==> config.mk <==
export PLATFORM = sky130hd
export DESIGN_NAME = sfx_mixer
export DESIGN_NICKNAME = d
export VERILOG_FILES = /design/src/rtl/sfx_mixer.sv
export SDC_FILE = /design/constraint.sdc
export NUM_CORES = 1
export LEC_CHECK = 0
export ABC_AREA = 1
export CAP_MARGIN = 20
export CORE_MARGIN = 2
export CORE_UTILIZATION = 45
export DETAILED_ROUTE_END_ITERATION = 7
export HOLD_SLACK_MARGIN = 0.05
export PLACE_DENSITY_LB_ADDON = 0.3
export RECOVER_POWER = 25
export SLEW_MARGIN = 20
export SYNTH_ARGS = -nofsm -noshare
export SYNTH_HDL_FRONTEND = slang
export SYNTH_SLANG_ARGS = --single-unit
==> constraint.sdc <==
create_clock -name clk -period 13.7 [get_ports clk]
set_input_delay 2.055 -clock clk [delete_from_list [all_inputs] [get_ports clk]]
set_output_delay 2.055 -clock clk [all_outputs]
set_load 0.01 [all_outputs]
==> src/rtl/sfx_mixer.sv <==
// sfx_mixer: multi-voice sample mixer that reads one shared synchronous sample ROM.
// Once per sample tick every voice is fetched in turn, scaled by its 4-bit
// volume, summed, saturated, and offered to the codec with valid/ready.
//
// Ports:
//   clk, reset            clock, asynchronous active-low reset
//   trigger, stop         per-voice 1-cycle start/restart and silence pulses
//   start_addr, clip_len  per-voice clip address/length, voice i at [i*ADDR_W +: ADDR_W]
//   loop_mode, volume     per-voice wrap enable and 0..15 gain (volume packed 4 bits/voice)
//   rom_addr, rom_data    shared ROM port (data one cycle after address)
//   left/right_chan_ready codec readies; the sample is accepted when both are high
//   sample_data/valid     mixed sample, held until accepted
//   voice_active          per-voice playing flag
//   overrun_count         saturating count of frames dropped while a sample was held
//
// Optional build macro: SFX_DUCK_EN halves voice 0 while any other voice plays.
`timescale 1ns/1ps
module sfx_mixer #(
  parameter int NUM_VOICES = 4,
  parameter int SAMPLE_W   = 16,
  parameter int ADDR_W     = 17,
  parameter int CLK_DIV    = 6250
) (
  input  logic                       clk,
  input  logic                       reset,
  input  logic [NUM_VOICES-1:0]      trigger,
  input  logic [NUM_VOICES-1:0]      stop,
  input  logic [NUM_VOICES*ADDR_W-1:0] start_addr,
  input  logic [NUM_VOICES*ADDR_W-1:0] clip_len,
  input  logic [NUM_VOICES-1:0]      loop_mode,
  input  logic [NUM_VOICES*4-1:0]    volume,
  output logic [ADDR_W-1:0]          rom_addr,
  input  logic [SAMPLE_W-1:0]        rom_data,
  input  logic                       left_chan_ready,
  input  logic                       right_chan_ready,
  output logic [SAMPLE_W-1:0]        sample_data,
  output logic                       sample_valid,
  output logic [NUM_VOICES-1:0]      voice_active,
  output logic [7:0]                 overrun_count
);

  localparam int IDX_W  = (NUM_VOICES > 1) ? $clog2(NUM_VOICES) : 1;
  localparam int ACC_W  = SAMPLE_W + $clog2(NUM_VOICES) + 1;
  localparam int CNT_W  = $clog2(CLK_DIV);
  localparam int PROD_W = SAMPLE_W + 5;

  localparam logic signed [ACC_W-1:0] ACC_MAX = ACC_W'((1 << (SAMPLE_W - 1)) - 1);
  localparam logic signed [ACC_W-1:0] ACC_MIN = ACC_W'(-(1 << (SAMPLE_W - 1)));

  typedef enum logic [1:0] {IDLE, FETCH, MIX, OUT} state_t;
  state_t state, state_next;

  logic [CNT_W-1:0]      tick_cnt;
  logic                  tick;
  logic                  apply;
  logic                  accept;

  logic [ADDR_W-1:0]     v_start [NUM_VOICES];
  logic [ADDR_W-1:0]     v_len   [NUM_VOICES];
  logic [ADDR_W-1:0]     v_off   [NUM_VOICES];
  logic [3:0]            v_vol   [NUM_VOICES];
  logic [NUM_VOICES-1:0] v_loop;
  logic [NUM_VOICES-1:0] active;

  logic [NUM_VOICES-1:0] pend_trig, pend_stop;
  logic [NUM_VOICES-1:0] eff_trig, eff_stop;

  logic [IDX_W-1:0]      fetch_idx;
  logic [IDX_W-1:0]      mix_idx;
  logic                  mix_en;

  logic signed [PROD_W-1:0] prod;
  logic signed [ACC_W-1:0]  shifted;
  logic signed [ACC_W-1:0]  contrib;
  logic signed [ACC_W-1:0]  acc;
  logic signed [ACC_W-1:0]  mix_sum;
  logic [SAMPLE_W-1:0]      sat_sample;

  assign tick   = (tick_cnt == CNT_W'(CLK_DIV - 1));
  assign apply  = (state == IDLE) && tick;
  assign accept = sample_valid && left_chan_ready && right_chan_ready;

  // Pulses arriving on the applying cycle itself are honoured immediately.
  assign eff_trig = pend_trig | trigger;
  assign eff_stop = pend_stop | stop;

  assign voice_active = active;

  // Next-state and ROM address
  always_comb begin
    state_next = state;
    rom_addr   = '0;
    case (state)
      IDLE:  if (tick) state_next = FETCH;
      FETCH: begin
        if (active[fetch_idx]) rom_addr = v_start[fetch_idx] + v_off[fetch_idx];
        if (fetch_idx == IDX_W'(NUM_VOICES - 1)) state_next = MIX;
      end
      MIX:   state_next = OUT;
      OUT:   if (accept) state_next = IDLE;
      default: state_next = IDLE;
    endcase
  end

`ifdef SFX_DUCK_EN
  logic others_active;
  always_comb begin
    others_active = 1'b0;
    for (int unsigned i = 1; i < NUM_VOICES; i++) others_active = others_active | active[i];
  end
`endif

  // Scale the sample that returned for mix_idx; ROM data lags fetch by one cycle.
  always_comb begin
    prod = PROD_W'($signed(rom_data)) * PROD_W'($signed({1'b0, v_vol[mix_idx]}));
`ifdef SFX_DUCK_EN
    if (mix_idx == '0 && others_active) shifted = ACC_W'(prod >>> 5);
    else                                shifted = ACC_W'(prod >>> 4);
`else
    shifted = ACC_W'(prod >>> 4);
`endif
    contrib = (mix_en && active[mix_idx]) ? shifted : '0;
    mix_sum = acc + contrib;
    if (mix_sum > ACC_MAX)      sat_sample = {1'b0, {(SAMPLE_W-1){1'b1}}};
    else if (mix_sum < ACC_MIN) sat_sample = {1'b1, {(SAMPLE_W-1){1'b0}}};
    else                        sat_sample = mix_sum[SAMPLE_W-1:0];
  end

  always_ff @(posedge clk or negedge reset) begin
    if (!reset) begin
      state         <= IDLE;
      tick_cnt      <= '0;
      fetch_idx     <= '0;
      mix_idx       <= '0;
      mix_en        <= 1'b0;
      acc           <= '0;
      pend_trig     <= '0;
      pend_stop     <= '0;
      sample_data   <= '0;
      sample_valid  <= 1'b0;
      overrun_count <= '0;
    end else begin
      state     <= state_next;
      tick_cnt  <= tick ? '0 : tick_cnt + 1'b1;
      pend_trig <= apply ? '0 : eff_trig;
      pend_stop <= apply ? '0 : eff_stop;
      mix_en    <= (state == FETCH);
      mix_idx   <= fetch_idx;
      fetch_idx <= (state == FETCH) ? fetch_idx + 1'b1 : '0;

      if (apply)       acc <= '0;
      else if (mix_en) acc <= mix_sum;

      // MIX carries the last voice's addition, so the sum is saturated straight from mix_sum.
      if (state == MIX) begin
        sample_data  <= sat_sample;
        sample_valid <= 1'b1;
      end else if (accept) begin
        sample_valid <= 1'b0;
      end

      if (state == OUT && tick && overrun_count != '1)
        overrun_count <= overrun_count + 1'b1;
    end
  end

  // Per-voice state: commands only at the frame boundary, advance on the voice's mix cycle.
  always_ff @(posedge clk or negedge reset) begin
    if (!reset) begin
      for (int unsigned i = 0; i < NUM_VOICES; i++) begin
        v_start[i] <= '0;
        v_len[i]   <= '0;
        v_off[i]   <= '0;
        v_vol[i]   <= '0;
      end
      v_loop <= '0;
      active <= '0;
    end else begin
      for (int unsigned i = 0; i < NUM_VOICES; i++) begin
        if (apply) begin
          if (eff_stop[i]) begin
            active[i] <= 1'b0;
          end else if (eff_trig[i] && clip_len[i*ADDR_W +: ADDR_W] != '0) begin
            v_start[i] <= start_addr[i*ADDR_W +: ADDR_W];
            v_len[i]   <= clip_len[i*ADDR_W +: ADDR_W];
            v_vol[i]   <= volume[i*4 +: 4];
            v_loop[i]  <= loop_mode[i];
            v_off[i]   <= '0;
            active[i]  <= 1'b1;
          end
        end else if (mix_en && mix_idx == IDX_W'(i) && active[i]) begin
          if (v_off[i] == v_len[i] - 1'b1) begin
            if (v_loop[i]) v_off[i]  <= '0;
            else           active[i] <= 1'b0;
          end else begin
            v_off[i] <= v_off[i] + 1'b1;
          end
        end
      end
    end
  end

endmodule

== Yosys cells after proc, flatten, opt, wreduce, memory -nomap -nowiden ==
Index checks and enable logic that the tools add are counted.

* Add/sub/neg operators: 13
* $mul: 1
* Order comparisons: 6
* Eq/ne operators: 36
* Mux-type cells: 78
* Bitwise logic cells: 8
* Reduce and logical (&&, ||, !) cells: 47

{| class="wikitable"
|+ Operators by type and width
! cell !! number
|-
| two-way mux 17 bit || 30
|-
| adder 17 x 1 -> 17 bit (second input constant) || 4
|-
| binary-select mux 17 bit (select 2 bit) || 2
|-
| equality test 17 bit || 4
|-
| nonzero test 17 bit || 4
|-
| subtractor 17 x 1 -> 17 bit (second input constant) || 4
|-
| two-way mux 19 bit || 3
|-
| two-way mux 16 bit || 2
|-
| AND reduction 4 bit || 8
|-
| two-way mux 1 bit || 28
|-
| inequality test 2 bit (second input constant) || 11
|-
| multiplier 16 x 5 -> 21 bit || 1
|-
| nonzero test 2 bit || 10
|-
| adder 19 bit || 1
|-
| greater-than comparator 19 x 16 -> 1 bit (second input constant) || 1
|-
| < comparator 19 x 16 -> 1 bit (second input constant) || 1
|-
| logical AND 1 bit || 18
|-
| adder 17 bit || 1
|-
| two-way mux 4 bit || 4
|-
| AND reduction 3 bit || 5
|-
| adder 13 x 1 -> 13 bit (second input constant) || 1
|-
| equality test 13 bit (second input constant) || 1
|-
| two-way mux 13 bit || 1
|-
| inequality test 3 x 1 -> 1 bit (second input constant) || 4
|-
| other kinds (17) || 40
|}

* Flip-flop bits (word level): 300
* Output and inout port bits: 46
* Word-level logic and storage cells: 224

== Longest topological paths before layout ==
* Depth in word-level cells: 10
* Mapped depth: 43
* Depth with buffers taken out: 41

== Worst setup path before layout ==
OpenSTA, ideal clock, no wires.

* Kind: input port to flip-flop
* From: input rom_data[7]
* To: register sample_data[10]
* Library setup time: 0.066 ns
* Arrival: 6.508 ns
* Data required time: 13.634 ns
* Path slack: 7.126 ns
* Cell stages on the path: 32
* Cell sequence: inv_1 nor2_1 ha_1 fa_1 inv_1 fa_1 inv_1 ha_1 nand2_1 nand2_1 a21oi_1 nand3_1 nand2_1 nand3_1 nand4_1 nand2_1 o21ai_0 nor2_1 ha_1 nand2_1 nor3_1 and2_1 nand3_1 nand3_1 xor2_1 nand2_1 nand3_2 buf_2 nand2_1 nand2_1 nand2_1 nand2_1

* Longest elaborated chain between the ends: 6
* Elaborated cells on any way between the ends: 7
* Those cells by class: 1 x add/sub; 1 x mul; 2 x order compare; 3 x mux

{| class="wikitable"
|+ Ends and longest elaborated chain
! what !! RTL line !! RTL
|-
| start: declaration || 33 || <nowiki>input logic [SAMPLE_W-1:0] rom_data,</nowiki>
|-
| multiplier 16 x 5 -> 21 bit * || 115 || <nowiki>prod = PROD_W'($signed(rom_data)) * PROD_W'($signed({1'b0, v_vol[mix_idx]}));</nowiki>
|-
| two-way mux 19 bit * || 122 || <nowiki>contrib = (mix_en && active[mix_idx]) ? shifted : '0;</nowiki>
|-
| adder 19 bit * || 123 || <nowiki>mix_sum = acc + contrib;</nowiki>
|-
| < comparator 19 x 16 -> 1 bit || 125 || <nowiki>else if (mix_sum < ACC_MIN) sat_sample = {1'b1, {(SAMPLE_W-1){1'b0}}};</nowiki>
|-
| two-way mux 16 bit || 125 ||
|-
| two-way mux 16 bit * || 124 || <nowiki>if (mix_sum > ACC_MAX) sat_sample = {1'b0, {(SAMPLE_W-1){1'b1}}};</nowiki>
|-
| end signal: assignment || 156 || <nowiki>sample_data <= sat_sample;</nowiki>
|-
| end: declaration || 36 || <nowiki>output logic [SAMPLE_W-1:0] sample_data,</nowiki>
|}

Every way passes the cells marked *; elsewhere a longest branch is shown, timed or not.
A chain may end at the register's enable or synchronous reset.

==> metrics.txt <==
Max-slew headroom -290%; final hold viol count 0; Least-Margin Pin Slew 5.85 ns; Async SR Flop Fraction 100%; DP Cell Count 3,664; layout cells sized above 1 5.91%; cells resized by post-CTS repair 0; main flop type after synthesis dfrtp_1; Initial Utilization 45.4%; Slew Viols, Final 203; die area 49,600 um2; CTS buffer count 37; DRC 0; fin crit share 61.3%; EDFF count, synth 0; syn nets 3,220; HPWL Detailed 47.8 mm; most common cell after layout, fill and taps aside nand2_1; Worst EP arrival 8.89 ns; Leak 12.9 nW; Layout Skew 0.0327 ns; Power Density 126 nW/um2; IO Count 230; mean routed wirelength per cell 16.8 um; htree depth 2; core area 47,400 um2; RSZ-0062 raised after global routing no; CP Max Fanout 108; area share of the largest cell type after synthesis 34.9%; synthesized flop and latch total 300; DR vias/cell 5.39; vias in the first global route 19,502; largest net degree at the start of global routing 109; input/output buffers 229; vias 20,112; Setup TNS Final 0 ns; cell area after synthesis 21,500 um2; first-pass GRT wire length 101 mm; Clock Sink Count 300; Netlist cell types 55; most frequent cells in the layout nand2_1, inv_1, nor2_1; DRT Wirelength 62.7 mm; die height 223 um; Root Buffer Master clkbuf_16; top cells by area, synth dfrtp_1, nand2_1, inv_1; initial drt markers 1,802; TritonCTS clock tree yes; Post-Syn Instances 2,914; remaining antenna violation count 0; Max Cap Violations 3; Mapped Avg Cell Area 7.39 um2; Area growth, synth to finish 18.8%; CTS Buffer Depth 3; Finished Layout Cells 3,729; Antenna diodes 0; Setup Viol. Count Final 0; crit path kind input pin to asynchronous set/reset pin; nets@finish 3,394; placed inst area 24,300 um2; clock latency on the worst-skew pair 0.57 ns; IR drop worst, VDD 0.0841 mV; 1st-pass router iterations 6; gpl congestion 0.925; post-synth top area cell dfrtp_1; row count 80; Setup crit start kind input pin; yosys warns 0; die width 223 um; Min Clock Period, post-route 8.40 ns; Hold Buf Count CTS 0; total track usage 25.2%; post-synthesis sequential area ratio 34.9%; Worst Hold Class register to register; Clock Pin Slew Worst Setup and Hold Paths 0.06 ns; run status complete, but fails checks; critical path required time 14.19 ns; Hold Worst Slack 0.475 ns; Design Area, Final 25,600 um2; CP Capture Type asynchronous set/reset pin; initial antenna violation count 1; Max Fclk 119 MHz; Post-CTS Setup Repair Bufs 0; global route overflow 0; failing checks max-capacitance violations, max-slew violations
==> critical path: stages <==
cell      delay (ns)
clkbuf_1        3.99
buf_4           1.17
buf_4           0.76
buf_4           0.84
==> synth_stat cells, types with 5 or more instances <==
master / instances
nand2_1: 697
inv_1: 344
nor2_1: 304
dfrtp_1: 300
o21ai_0: 212
nand3_1: 147
xor2_1: 124
a21oi_1: 110
ha_1: 88
clkbuf_1: 83
nand4_1: 66
mux2_2: 58
xnor2_1: 54
nor3_1: 49
fa_1: 34
o21ai_1: 33
nand3b_1: 31
o22ai_1: 28
nor4_1: 25
buf_2: 15
or2_2: 14
a22o_1: 13
inv_2: 6
nand2_2: 6
nor3_2: 6
o31ai_1: 6
a21o_1: 5
a31oi_1: 5
==> power breakdown <==
part / total, mW / switching, mW / internal, mW
registers: 1.03 / 0.0718 / 0.954
clock network: 1.07 / 0.401 / 0.674
logic: 1.13 / 0.716 / 0.412
==> state kept, by name, indices dropped and copies added (netlist names), 2 cells and up <==
| signal | flops |
|---|---|
| v_vol | 16 |
| v_off | 68 |
| state | 2 |
| fetch_idx | 2 |
| sample_data | 16 |
| overrun_count | 8 |
| tick_cnt | 13 |
| pend_trig | 4 |
| mix_idx | 2 |
| v_len | 68 |
| v_start | 68 |
| v_loop | 4 |
| acc | 19 |
| pend_stop | 4 |
| voice_active | 4 |
==> routing by layer <==
| layer | track usage [%] | part of all wire (%) | vias to the layer above |
|---|---|---|---|
| met3 | 4.69 | 6.7 | 124 |
| met1 | 34.1 | 45 | 9519 |
| met2 | 40.9 | 45 | 653 |
| met4 | 8.01 | 2.9 | 2 |
| met5 | 0 | 0.014 | - |
| li1 | - | - | 9814 |
==> layout make-up <==
| type | count | area (um2) |
|---|---|---|
| clock buffer | 49 | 1050 |
| clock inverter | 16 | 289 |
| fill | 4493 | 21900 |
| inverter | 351 | 1320 |
| multi-input combinational | 2154 | 12300 |
| sequential | 300 | 7510 |
| tap | 615 | 769 |
| timing repair buffer | 244 | 2390 |
==> worst paths after layout <==
| path | cells after the start | slack, ns | from | end |
|---|---|---|---|---|
| worst min register to register | 2 | 0.48 | v_start[18]$_DFFE_PN0P_ | v_start[18]$_DFFE_PN0P_ |
| worst max register to register | 33 | 7.12 | mix_idx[0]$_DFF_PN0_ | sample_data[4]$_DFFE_PN0P_ |
| max in group clk | 15 | 5.40 | fetch_idx[0]$_DFF_PN0_ | rom_addr[13] |
| worst min-delay path | 2 | 0.48 | v_start[18]$_DFFE_PN0P_ | v_start[18]$_DFFE_PN0P_ |
| min in group asynchronous | 1 | 3.63 | reset | v_start[3]$_DFFE_PN0P_ |
| worst max-delay path | 4 | 5.30 | reset | fetch_idx[0]$_DFF_PN0_ |
==> through the flow <==
stage	power, mW	setup WS (ns)	util, %
2_1_floorplan	1.76	7.13	-
3_3_place_gp	2.13	6.22	51.1
3_5_place_dp	2.15	6.10	51.1
4_1_cts	3.24	6.59	54.0
5_1_grt	3.43	3.81	53.9
6_report	3.23	5.30	53.9
==> cells by family after synthesis <==
logic type,Yosys count,share of synthesized area [%]
buffers and inverters,460,8.31
adder cells (fa/ha/maj),122,8.27
multiplexers,58,3.03
XOR/XNOR,179,7.31
flip-flops,300,34.9
AO/OA/AOI/OAI,430,10.8
AND/OR/NAND/NOR,1365,27.4
No activity file was read; power rests on OpenSTA's default activity.
